[src/rtl/alu_pkg.sv]
// Shared definitions for the ALU result FIFO: depth default, entry layout,
// flag bit positions and the occupancy state encoding.
package alu_pkg;

  localparam int DEPTH_DEF = 4;
  localparam int ENTRY_W   = 8;

  localparam int FLAG_Z = 0;
  localparam int FLAG_N = 1;
  localparam int FLAG_V = 2;
  localparam int FLAG_C = 3;

  typedef enum logic [1:0] {
    OCC_EMPTY   = 2'd0,
    OCC_PARTIAL = 2'd1,
    OCC_FULL    = 2'd2
  } occ_state_e;

  // Entry layout: {Y[3:0], C, V, N, Z} with Z at bit 0.
  function automatic logic [ENTRY_W-1:0] pack_entry(input logic [3:0] y,
                                                    input logic c,
                                                    input logic v,
                                                    input logic n,
                                                    input logic z);
    logic [ENTRY_W-1:0] e;
    e         = {y, 4'b0000};
    e[FLAG_C] = c;
    e[FLAG_V] = v;
    e[FLAG_N] = n;
    e[FLAG_Z] = z;
    return e;
  endfunction

endpackage

[src/rtl/alu_res_mem.sv]
// Result storage: DEPTH x ENTRY_W register array, one synchronous write port
// and one combinational read port. Contents are deliberately not reset.
module alu_res_mem
  import alu_pkg::*;
#(
  parameter int DEPTH = DEPTH_DEF,
  parameter int AW    = $clog2(DEPTH)
) (
  input  logic               clk,
  input  logic               we,
  input  logic [AW-1:0]      waddr,
  input  logic [ENTRY_W-1:0] wdata,
  input  logic [AW-1:0]      raddr,
  output logic [ENTRY_W-1:0] rdata
);

  logic [ENTRY_W-1:0] mem_q [DEPTH];
  logic [ENTRY_W-1:0] mem_d [DEPTH];

  always_comb begin
    mem_d = mem_q;
    if (we) mem_d[waddr] = wdata;
  end

  always_ff @(posedge clk) begin
    mem_q <= mem_d;
  end

  assign rdata = mem_q[raddr];

endmodule

[src/rtl/alu_result_fifo.sv]
// First-word fall-through FIFO of packed ALU results with sticky flag
// accumulation and a sticky drop indicator for results offered while full.
module alu_result_fifo
  import alu_pkg::*;
#(
  parameter int DEPTH = DEPTH_DEF
) (
  input  logic                     clk,
  input  logic                     rst_n,
  input  logic                     ena,
  input  logic                     in_valid,
  output logic                     in_ready,
  input  logic [3:0]               in_y,
  input  logic                     in_c,
  input  logic                     in_v,
  input  logic                     in_n,
  input  logic                     in_z,
  output logic                     out_valid,
  input  logic                     out_ready,
  output logic [ENTRY_W-1:0]       out_data,
  output logic [$clog2(DEPTH):0]   count,
  output logic [3:0]               sticky_flags,
  input  logic                     clr_sticky,
  output logic                     drop_err,
  output occ_state_e               dbg_occ
);

  localparam int AW = $clog2(DEPTH);
  localparam int CW = AW + 1;

  // Handshake: a beat transfers on a port only in a cycle where both valid
  // and ready are high at the rising edge; ready never depends on the
  // opposite port's ready, and valid never depends on ready.

  logic [AW-1:0]      wr_ptr_q, wr_ptr_d;
  logic [AW-1:0]      rd_ptr_q, rd_ptr_d;
  logic [CW-1:0]      count_q, count_d;
  logic [3:0]         sticky_q, sticky_d;
  logic               drop_q, drop_d;
  occ_state_e         occ_q, occ_d;

  logic               push, pop, drop;
  logic               is_full, is_empty;
  logic [ENTRY_W-1:0] wr_entry, head;

  assign is_full   = (occ_q == OCC_FULL);
  assign is_empty  = (occ_q == OCC_EMPTY);
  assign in_ready  = ena & ~is_full;
  assign out_valid = ena & ~is_empty;
  assign push      = in_valid & in_ready;
  assign pop       = out_ready & out_valid;
  assign drop      = ena & in_valid & is_full;
  assign wr_entry  = pack_entry(in_y, in_c, in_v, in_n, in_z);

  alu_res_mem #(.DEPTH(DEPTH), .AW(AW)) u_mem (
    .clk   (clk),
    .we    (push),
    .waddr (wr_ptr_q),
    .wdata (wr_entry),
    .raddr (rd_ptr_q),
    .rdata (head)
  );

  always_comb begin
    wr_ptr_d = wr_ptr_q;
    rd_ptr_d = rd_ptr_q;
    count_d  = count_q;
    occ_d    = occ_q;
    if (push) wr_ptr_d = wr_ptr_q + AW'(1);
    if (pop)  rd_ptr_d = rd_ptr_q + AW'(1);
    if (push && !pop)      count_d = count_q + CW'(1);
    else if (pop && !push) count_d = count_q - CW'(1);

    unique case (occ_q)
      OCC_EMPTY: if (push) occ_d = OCC_PARTIAL;
      OCC_PARTIAL: begin
        if (push && !pop && count_q == CW'(DEPTH - 1)) occ_d = OCC_FULL;
        else if (pop && !push && count_q == CW'(1))    occ_d = OCC_EMPTY;
      end
      OCC_FULL:  if (pop) occ_d = OCC_PARTIAL;
      default:   occ_d = OCC_EMPTY;
    endcase
  end

  // Clear is applied before this cycle's push/drop so new events survive it.
  always_comb begin
    sticky_d = clr_sticky ? 4'b0000 : sticky_q;
    drop_d   = clr_sticky ? 1'b0    : drop_q;
    if (push) begin
      sticky_d[FLAG_C] = sticky_d[FLAG_C] | in_c;
      sticky_d[FLAG_V] = sticky_d[FLAG_V] | in_v;
      sticky_d[FLAG_N] = sticky_d[FLAG_N] | in_n;
      sticky_d[FLAG_Z] = sticky_d[FLAG_Z] | in_z;
    end
    if (drop) drop_d = 1'b1;
  end

  always_ff @(posedge clk or negedge rst_n) begin
    if (!rst_n) begin
      wr_ptr_q <= '0;
      rd_ptr_q <= '0;
      count_q  <= '0;
      occ_q    <= OCC_EMPTY;
      sticky_q <= '0;
      drop_q   <= 1'b0;
    end else begin
      wr_ptr_q <= wr_ptr_d;
      rd_ptr_q <= rd_ptr_d;
      count_q  <= count_d;
      occ_q    <= occ_d;
      sticky_q <= sticky_d;
      drop_q   <= drop_d;
    end
  end

  assign out_data     = is_empty ? '0 : head;
  assign count        = count_q;
  assign sticky_flags = sticky_q;
  assign drop_err     = drop_q;
  assign dbg_occ      = occ_q;

endmodule

[config.mk]
export PLATFORM = sky130hd
export DESIGN_NAME = alu_result_fifo
export DESIGN_NICKNAME = d
export VERILOG_FILES = /design/src/rtl/alu_pkg.sv /design/src/rtl/alu_res_mem.sv /design/src/rtl/alu_result_fifo.sv
export SDC_FILE = /design/constraint.sdc
export NUM_CORES = 1
export LEC_CHECK = 0
export ABC_AREA = 1
export CAP_MARGIN = 10
export CORE_UTILIZATION = 45
export CTS_BUF_LIST = sky130_fd_sc_hd__clkbuf_8
export DETAILED_ROUTE_END_ITERATION = 10
export GPL_TIMING_DRIVEN = 1
export PLACE_DENSITY = 0.74
export SLEW_MARGIN = 5
export SYNTH_ARGS = -nofsm -noshare
export SYNTH_HDL_FRONTEND = slang
export SYNTH_HIERARCHICAL = 1
export SYNTH_SLANG_ARGS = --single-unit
export TNS_END_PERCENT = 10
[constraint.sdc]
create_clock -name clk -period 2.75 [get_ports clk]
set_input_delay 0.4125 -clock clk [delete_from_list [all_inputs] [get_ports clk]]
set_output_delay 0.4125 -clock clk [all_outputs]
set_load 0.05 [all_outputs]
==> flow_metrics.py, run 1 <==
metrics = {
    "status": {
        "status": "completed",
    },
    "worst_setup_path": {
        "cp-endpoint": "out_data[3]",
        "rr_worst_depth": 7,
        "start_kind": "flop",
        "crit_fanout": 10,
        "required_ps": 2340,
        "path_class": "reg -> out",
        "endpoint_kind": "output port",
        "regToRegEndpoint": "u_mem/mem_q[4]$_DFFE_PP_",
        "worstPathArrival_ps": 2180,
        "timing.rr.start": "dbg_occ[0]$_DFFE_PN0P_",
        "r2r_slack_ps": 1100,
        "critPathLaunch": "rd_ptr_q[0]$_DFFE_PN0P_",
    },
    "power": {
        "irDropWorstVdd_mv": 0.4503,
        "p_switching_mw": 1.199,
        "pwr-share-comb": 0.472,
        "cellPowerDensity_nw_per_um2": 1026,
        "p_int_mw": 1.639,
        "clockPowerShare": 0.202,
        "leakagePower_nw": 1.345,
        "fin_total_pwr_mw": 2.838,
        "power_switching_share": 0.4226,
        "power_frac_seq": 0.326,
    },
    "timing": {
        "setup_viol": 0,
        "hold_ws_ps": 499.7,
        "worst-slew-pin-transition_ps": 622.5,
        "maxSlewViolCount": 0,
        "clock_skew_ps": 10.66,
        "setup_ws_ps": 158.6,
        "clock.fmax_mhz": 385.9,
        "period_share": 0.9423,
        "period_needed_ps": 2591,
        "slew_headroom": 0.5837,
        "rsz0062_at_grt": "false",
        "setup_tns_ps": 0,
        "hold_violations": 0,
    },
    "cts": {
        "holdBufCountCts": 0,
        "cts_buffers": 5,
        "ctsResizeCount": 0,
        "clk_pin_slew_ps": 80,
        "htree_num_levels": 2,
        "clock_path_buffers": 2,
        "worstSkewPairLatency_ps": 290,
        "postCtsSetupRepairBufs": 0,
        "cts.sinks": 46,
        "cts_tree": "built",
        "cts_root_buf": "clkbuf_8",
    },
    "die": {
        "start_util": 0.4681,
        "io_pins": 34,
        "die_h_um": 72.10,
        "rows": 25,
        "die_area_um2": 5198,
        "fp.coreArea_um2": 4723,
        "die_x_um": 72.10,
    },
    "route": {
        "first_pass_iters": 4,
        "drt_iter0_markers": 121,
        "drcViolationCount": 0,
        "wl_um": 4049,
        "wl_per_cell_um": 11.84,
        "via_per_inst": 4.564,
        "ant_nets": 0,
        "vias": 1561,
    },
    "synth": {
        "yosysWarnings": 6,
        "synth_fp_nets": 252,
        "synth_top_area_frac": 0.4346,
        "syn_avg_cell_area_um2": 9.530,
        "netlist_instances": 232,
        "yosysTopAreaCell": "edfxtp_1",
        "yosysSeqAreaShare": 0.5931,
        "synth_area_um2": 2211,
        "synth_area_leaders": "edfxtp_1, dfrtp_1, inv_1",
        "synth-seq-cells": 46,
        "ys_types": 28,
    },
    "global_route": {
        "grt_max_degree": 17,
        "grt_pass1_wl_um": 6713,
        "grt_pass1_vias": 1476,
        "antenna_found_initial": 0,
        "overflow": 0,
        "groute.usage.overall": 0.1698,
    },
    "placed_design": {
        "gp_congestion": 0.7722,
        "preCtsSetupSlack_ps": 361.5,
        "io_buffers": 33,
        "hpwl_um": 2938,
        "place_area_um2": 2628,
    },
    "flow_run": {
        "cap_viol_max_count": 0,
    },
    "layout": {
        "drive_above_1_share": 0.1091,
        "finalNetCount": 294,
        "fin_area_um2": 2765,
        "diodes": 0,
        "syn2layout_area_growth_pct": 25.07,
    },
    "min_path": {
        "hp-class": "in -> async",
    },
}
==> critical path, cell delays in order (launching register included) <==
cell             delay, ps
dfrtp_1                510
buf_4                  230
nand2_1                 80
nand3_1                 70
nand2_1                 70
inv_1                   40
nor2_1                  80
clkdlybuf4s50_1        800
==> cell usage in the layout (no fill, tap or decap), drive strengths merged <==
| master | n |
|---|---|
| clkinv | 2 |
| nand2 | 54 |
| and3 | 1 |
| xnor2 | 1 |
| edfxtp | 32 |
| dfrtp | 14 |
| o21bai | 1 |
| buf | 9 |
| xor2 | 4 |
| clkdlybuf4s50 | 28 |
| o22ai | 1 |
| nor3 | 4 |
| o21ai | 7 |
| inv | 65 |
| dlymetal6s2s | 2 |
| nor2 | 17 |
| bufinv | 2 |
| a21oi | 1 |
| nand3 | 18 |
| o31ai | 1 |
| ha | 6 |
| clkbuf | 5 |
==> flip-flops by register name, summed over array words and instances (netlist names) <==
signal / flops
u_mem/mem_q: 32
drop_err: 1
count: 3
sticky_flags: 4
wr_ptr_q: 2
rd_ptr_q: 2
dbg_occ: 2
==> metal layers <==
metal  up-vias  global-route usage  share of wire
met3         2             0.02917          0.023
li1        789                   -              -
met5         -                   0              0
met4         0             0.05229         0.0091
met2        20              0.2949           0.52
met1       750              0.2174           0.44
==> cells in the mapped netlist <==
cell type and count:
inv_1 60, nand2_1 50, edfxtp_1 32, nand3_1 17, nor2_1 15, dfrtp_1 14
o21ai_0 7, ha_1 6, inv_2 4, nor3_1 4, xor2_1 3, buf_6 2
nand2_2 2, nand2_4 2, a21oi_1 1, and3_1 1, buf_2 1, buf_4 1
clkinv_2 1, inv_4 1, nand3_4 1, nor2_2 1, nor2_4 1, o21bai_1 1
o22ai_1 1, o31ai_1 1, xnor2_1 1, xor2_2 1
==> metrics by stage <==
step,util,std cells
after floorplan,-,232
after global placement,0.5563,334
after detailed placement,0.5563,334
after CTS,0.5844,342
after global routing,0.5854,342
final,0.5854,342
==> cell type report <==
cell class	instances	area, um2
fillers	389	1958
repair buffers	39	372.9
flip-flops and latches	46	1311
inverters	66	251.5
clock inverters	3	63.81
well taps	67	83.83
multi-input cells	116	613.1
clock buffers	5	68.82
==> power by group through the flow <==
stage	Sequential [mW]	Combinational [mW]	Clock, mW
finish	0.924	1.34	0.574
detailed placement	0.939	1.35	0
global placement	0.936	1.32	0
CTS	0.925	1.35	0.579
global route	0.938	1.46	0.607
floorplan	1.03	0.878	0
==> kinds of logic after synthesis <==
family / Yosys count / synth area share
AO/OA/AOI/OAI: 11 / 0.02773
XOR/XNOR: 5 / 0.02321
adder cells (fa/ha/maj): 6 / 0.03395
buffers and inverters: 70 / 0.1296
flip-flops: 46 / 0.5931
AND/OR/NAND/NOR: 94 / 0.1924
==> worst min-delay path by stage <==
stage | startpoint | endpoint | slack, ps | depth (start not counted)
after floorplan | rst_n | count[0]$_DFFE_PN0P_ | 120 | 0
after detailed placement | dbg_occ[0]$_DFFE_PN0P_ | dbg_occ[0]$_DFFE_PN0P_ | 520 | 1
final | rst_n | sticky_flags[2]$_DFF_PN0_ | 500 | 1
after global placement | dbg_occ[0]$_DFFE_PN0P_ | dbg_occ[0]$_DFFE_PN0P_ | 510 | 1
after global routing | rst_n | drop_err$_DFFE_PN0P_ | 560 | 1
after CTS | rst_n | drop_err$_DFFE_PN0P_ | 520 | 1
No activity file was read; power rests on OpenSTA's default activity.
==> inputs of run 2 (changes only) <==
- ABC_AREA: 1 -> not set
- CORE_UTILIZATION: 45 -> 35
- PLACE_DENSITY: 0.74 -> 0.62
==> run 2 against run 1 <==
- clock skew down 4.5 ps
- critical path type unchanged
- synthesized area down 11%
- combinational power down 16%
- critical endpoint is now out_data[5]
- largest power group unchanged
- synthesized cell count down 49%
- setup slack better by 11 ps
==> flow_metrics.py, run 2 <==
metrics = {
    "die": {
        "rows": 26,
        "fp.coreArea_um2": 5270,
        "start_util": 0.3727,
        "die_x_um": 76.92,
        "die_area_um2": 5916,
        "io_pins": 34,
        "die_h_um": 76.92,
    },
    "layout": {
        "syn2layout_area_growth_pct": 24.71,
        "diodes": 0,
        "largest-register": "u_mem/mem_q",
        "drive_above_1_share": 0.1887,
        "instances_no_fill": 229,
        "largest_register_ffs": 32,
        "mostFrequentLayoutCell": "edfxtp_1",
        "layout_common_cells": "edfxtp_1, clkdlybuf4s50_1, dfrtp_1, nor2b_1, buf_4",
        "finalNetCount": 178,
    },
    "synth": {
        "ys_types": 30,
        "yosysMostFrequentCell": "edfxtp_1",
        "yosysWarnings": 6,
        "synth-seq-cells": 46,
        "yosysSeqAreaShare": 0.6675,
        "async_flop_share": 0.3043,
        "synth_fp_nets": 138,
        "netlist_instances": 118,
        "synth_area_leaders": "edfxtp_1, dfrtp_1, mux4_2",
        "synth.top_cells.by_count": "edfxtp_1, dfrtp_1, nor2b_1, mux4_2, inv_1",
        "syn_avg_cell_area_um2": 16.65,
        "yosysTopAreaCell": "edfxtp_1",
        "synth-edff-count": 32,
        "synth_ff_type": "edfxtp_1",
        "synth_top_area_frac": 0.4892,
        "synth_area_um2": 1964,
    },
    "worst_setup_path": {
        "critPathMaxStageDelay_ps": 710,
        "worstPathArrival_ps": 2170,
        "endpoint_kind": "output port",
        "required_ps": 2340,
        "start_kind": "flop",
        "path_class": "reg -> out",
        "r2r_slack_ps": 1000,
        "crit_fanout": 9,
        "cpMaxStageDelayCell": "clkdlybuf4s50_1",
        "crit_chain": "mux4_2 > nor2b_1 > clkdlybuf4s50_1",
    },
    "cts": {
        "cts_buffers": 5,
        "clock_path_buffers": 2,
        "cts_root_buf": "clkbuf_8",
        "htree_num_levels": 2,
        "holdBufCountCts": 0,
        "clk_pin_slew_ps": 80,
        "cts_tree": "built",
        "ctsResizeCount": 0,
        "postCtsSetupRepairBufs": 0,
        "worstSkewPairLatency_ps": 300,
        "cts.sinks": 46,
    },
    "route": {
        "wl_um": 3711,
        "ant_nets": 0,
        "drcViolationCount": 0,
        "met2_length_um": 1852,
        "first_pass_iters": 4,
        "wl_met1_um": 1638,
        "route.met3.wl_um": 168,
        "drt_iter0_markers": 55,
        "dr.max_layer_used": "met4",
        "vias": 1102,
        "wl_per_cell_um": 16.21,
        "via_per_inst": 4.812,
    },
    "timing": {
        "maxSlewViolCount": 0,
        "hold_violations": 0,
        "period_needed_ps": 2580,
        "setup_viol": 0,
        "period_share": 0.9382,
        "clock_skew_ps": 6.166,
        "clock.fmax_mhz": 387.6,
        "rsz0062_at_grt": "false",
        "slew_headroom": 0.5566,
        "setup_tns_ps": 0,
        "worst-slew-pin-transition_ps": 663.0,
    },
    "placed_design": {
        "hpwl_um": 2636,
        "gp_congestion": 0.7066,
        "io_buffers": 33,
        "dp.cells": 221,
    },
    "global_route": {
        "antenna_found_initial": 0,
        "overflow": 0,
        "grt_max_degree": 16,
        "grt_pass1_wl_um": 5947,
        "grt_pass1_vias": 1155,
        "groute.usage.overall": 0.1371,
    },
    "power": {
        "clockPowerShare": 0.160,
        "p_int_mw": 1.490,
        "pwr-share-comb": 0.449,
        "p_switching_mw": 1.034,
        "cellPowerDensity_nw_per_um2": 1030,
        "power_switching_share": 0.4096,
        "irDropWorstVdd_mv": 0.5628,
        "leakagePower_nw": 0.9346,
        "power_frac_seq": 0.391,
    },
    "status": {
        "status": "completed",
    },
    "flow_run": {
        "cap_viol_max_count": 0,
    },
    "min_path": {
        "hp-class": "reg -> reg",
    },
}
-- run 2: changes by cell type after synthesis, sizes merged, moves of 3 or more --
cell / change
nor3: -4
nand2: -49
mux4: +8
nor2b: +11
nor2: -14
inv: -58
o21ai: -3
a22o: +4
nand3: -18
-- run 2: worst paths after layout --
kind | start | end | depth (start not counted)
worst max-delay path | rd_ptr_q[1]$_DFFE_PN0P_ | out_data[5] | 3
worst min-delay path | drop_err$_DFFE_PN0P_ | drop_err$_DFFE_PN0P_ | 1
worst max register to register | dbg_occ[0]$_DFFE_PN0P_ | u_mem/mem_q[17]$_DFFE_PP_ | 3
worst min register to register | drop_err$_DFFE_PN0P_ | drop_err$_DFFE_PN0P_ | 1
max in group asynchronous | rst_n | sticky_flags[2]$_DFF_PN0_ | 1
min in group asynchronous | rst_n | drop_err$_DFFE_PN0P_ | 1
-- run 2: per-stage QoR --
step / total power, mW / setup slack, ps / instance area, um2 / hold slack (ps) / util
final: 2.524 / 169.9 / 2450 / 497.7 / 0.4649
after detailed placement: 2.148 / 371.3 / 2360 / 479.5 / 0.4478
after global routing: 2.654 / 98.30 / 2450 / 526.5 / 0.4649
after floorplan: 1.791 / 470.6 / 1964 / 116.9 / -
after CTS: 2.553 / 155.3 / 2450 / 501.4 / 0.4649
after global placement: 2.119 / 390.2 / 2360 / 486.4 / 0.4478
-- run 2: worst max-delay path: cells and delay by family (launching register included) --
| kind | cells | cell delay (ps) |
|---|---|---|
| mux | 1 | 370 |
| flops | 1 | 650 |
| simple gates | 1 | 140 |
| buf+inv | 1 | 710 |
-- run 2: layout make-up --
cell class | count | area [um2]
clock buffer | 5 | 68.82
clock inverter | 3 | 21.27
multi-input combinational | 62 | 599.3
fill | 484 | 2820
inverter | 7 | 26.28
tap | 70 | 87.58
sequential | 46 | 1311
timing repair buffer | 36 | 335.3
-- run 2: logic make-up (layout without fill, tap and decap cells) --
kind of cell	Yosys count	in the layout	synth area share
XOR/XNOR	6	6	0.03058
adder cells (fa/ha/maj)	6	6	0.03822
buffers and inverters	10	51	0.02739
AND/OR/NAND/NOR	27	27	0.08727
flip-flops	46	46	0.6675
AO/OA/AOI/OAI	14	14	0.05223
multiplexers	9	9	0.09681
-- run 2: per-layer routing --
metal,vias to the layer above,track usage
li1,515,-
met1,547,0.1651
met2,34,0.2330
met3,6,0.04048
met4,0,0.04615
met5,-,0
-- run 2: power groups by stage --
stage	Combinational, mW	Clock, mW	Sequential (mW)
after floorplan	0.714	0	1.08
after global placement	1.13	0	0.989
after detailed placement	1.15	0	1.00
after CTS	1.15	0.416	0.986
after global routing	1.20	0.449	1.00
final	1.13	0.405	0.987
==> inputs of run 3 (changes only) <==
- GPL_TIMING_DRIVEN: 1 -> not set
==> results of run 3 <==
Same layout as run 2: the final DEF is identical, and so are final timing and power.
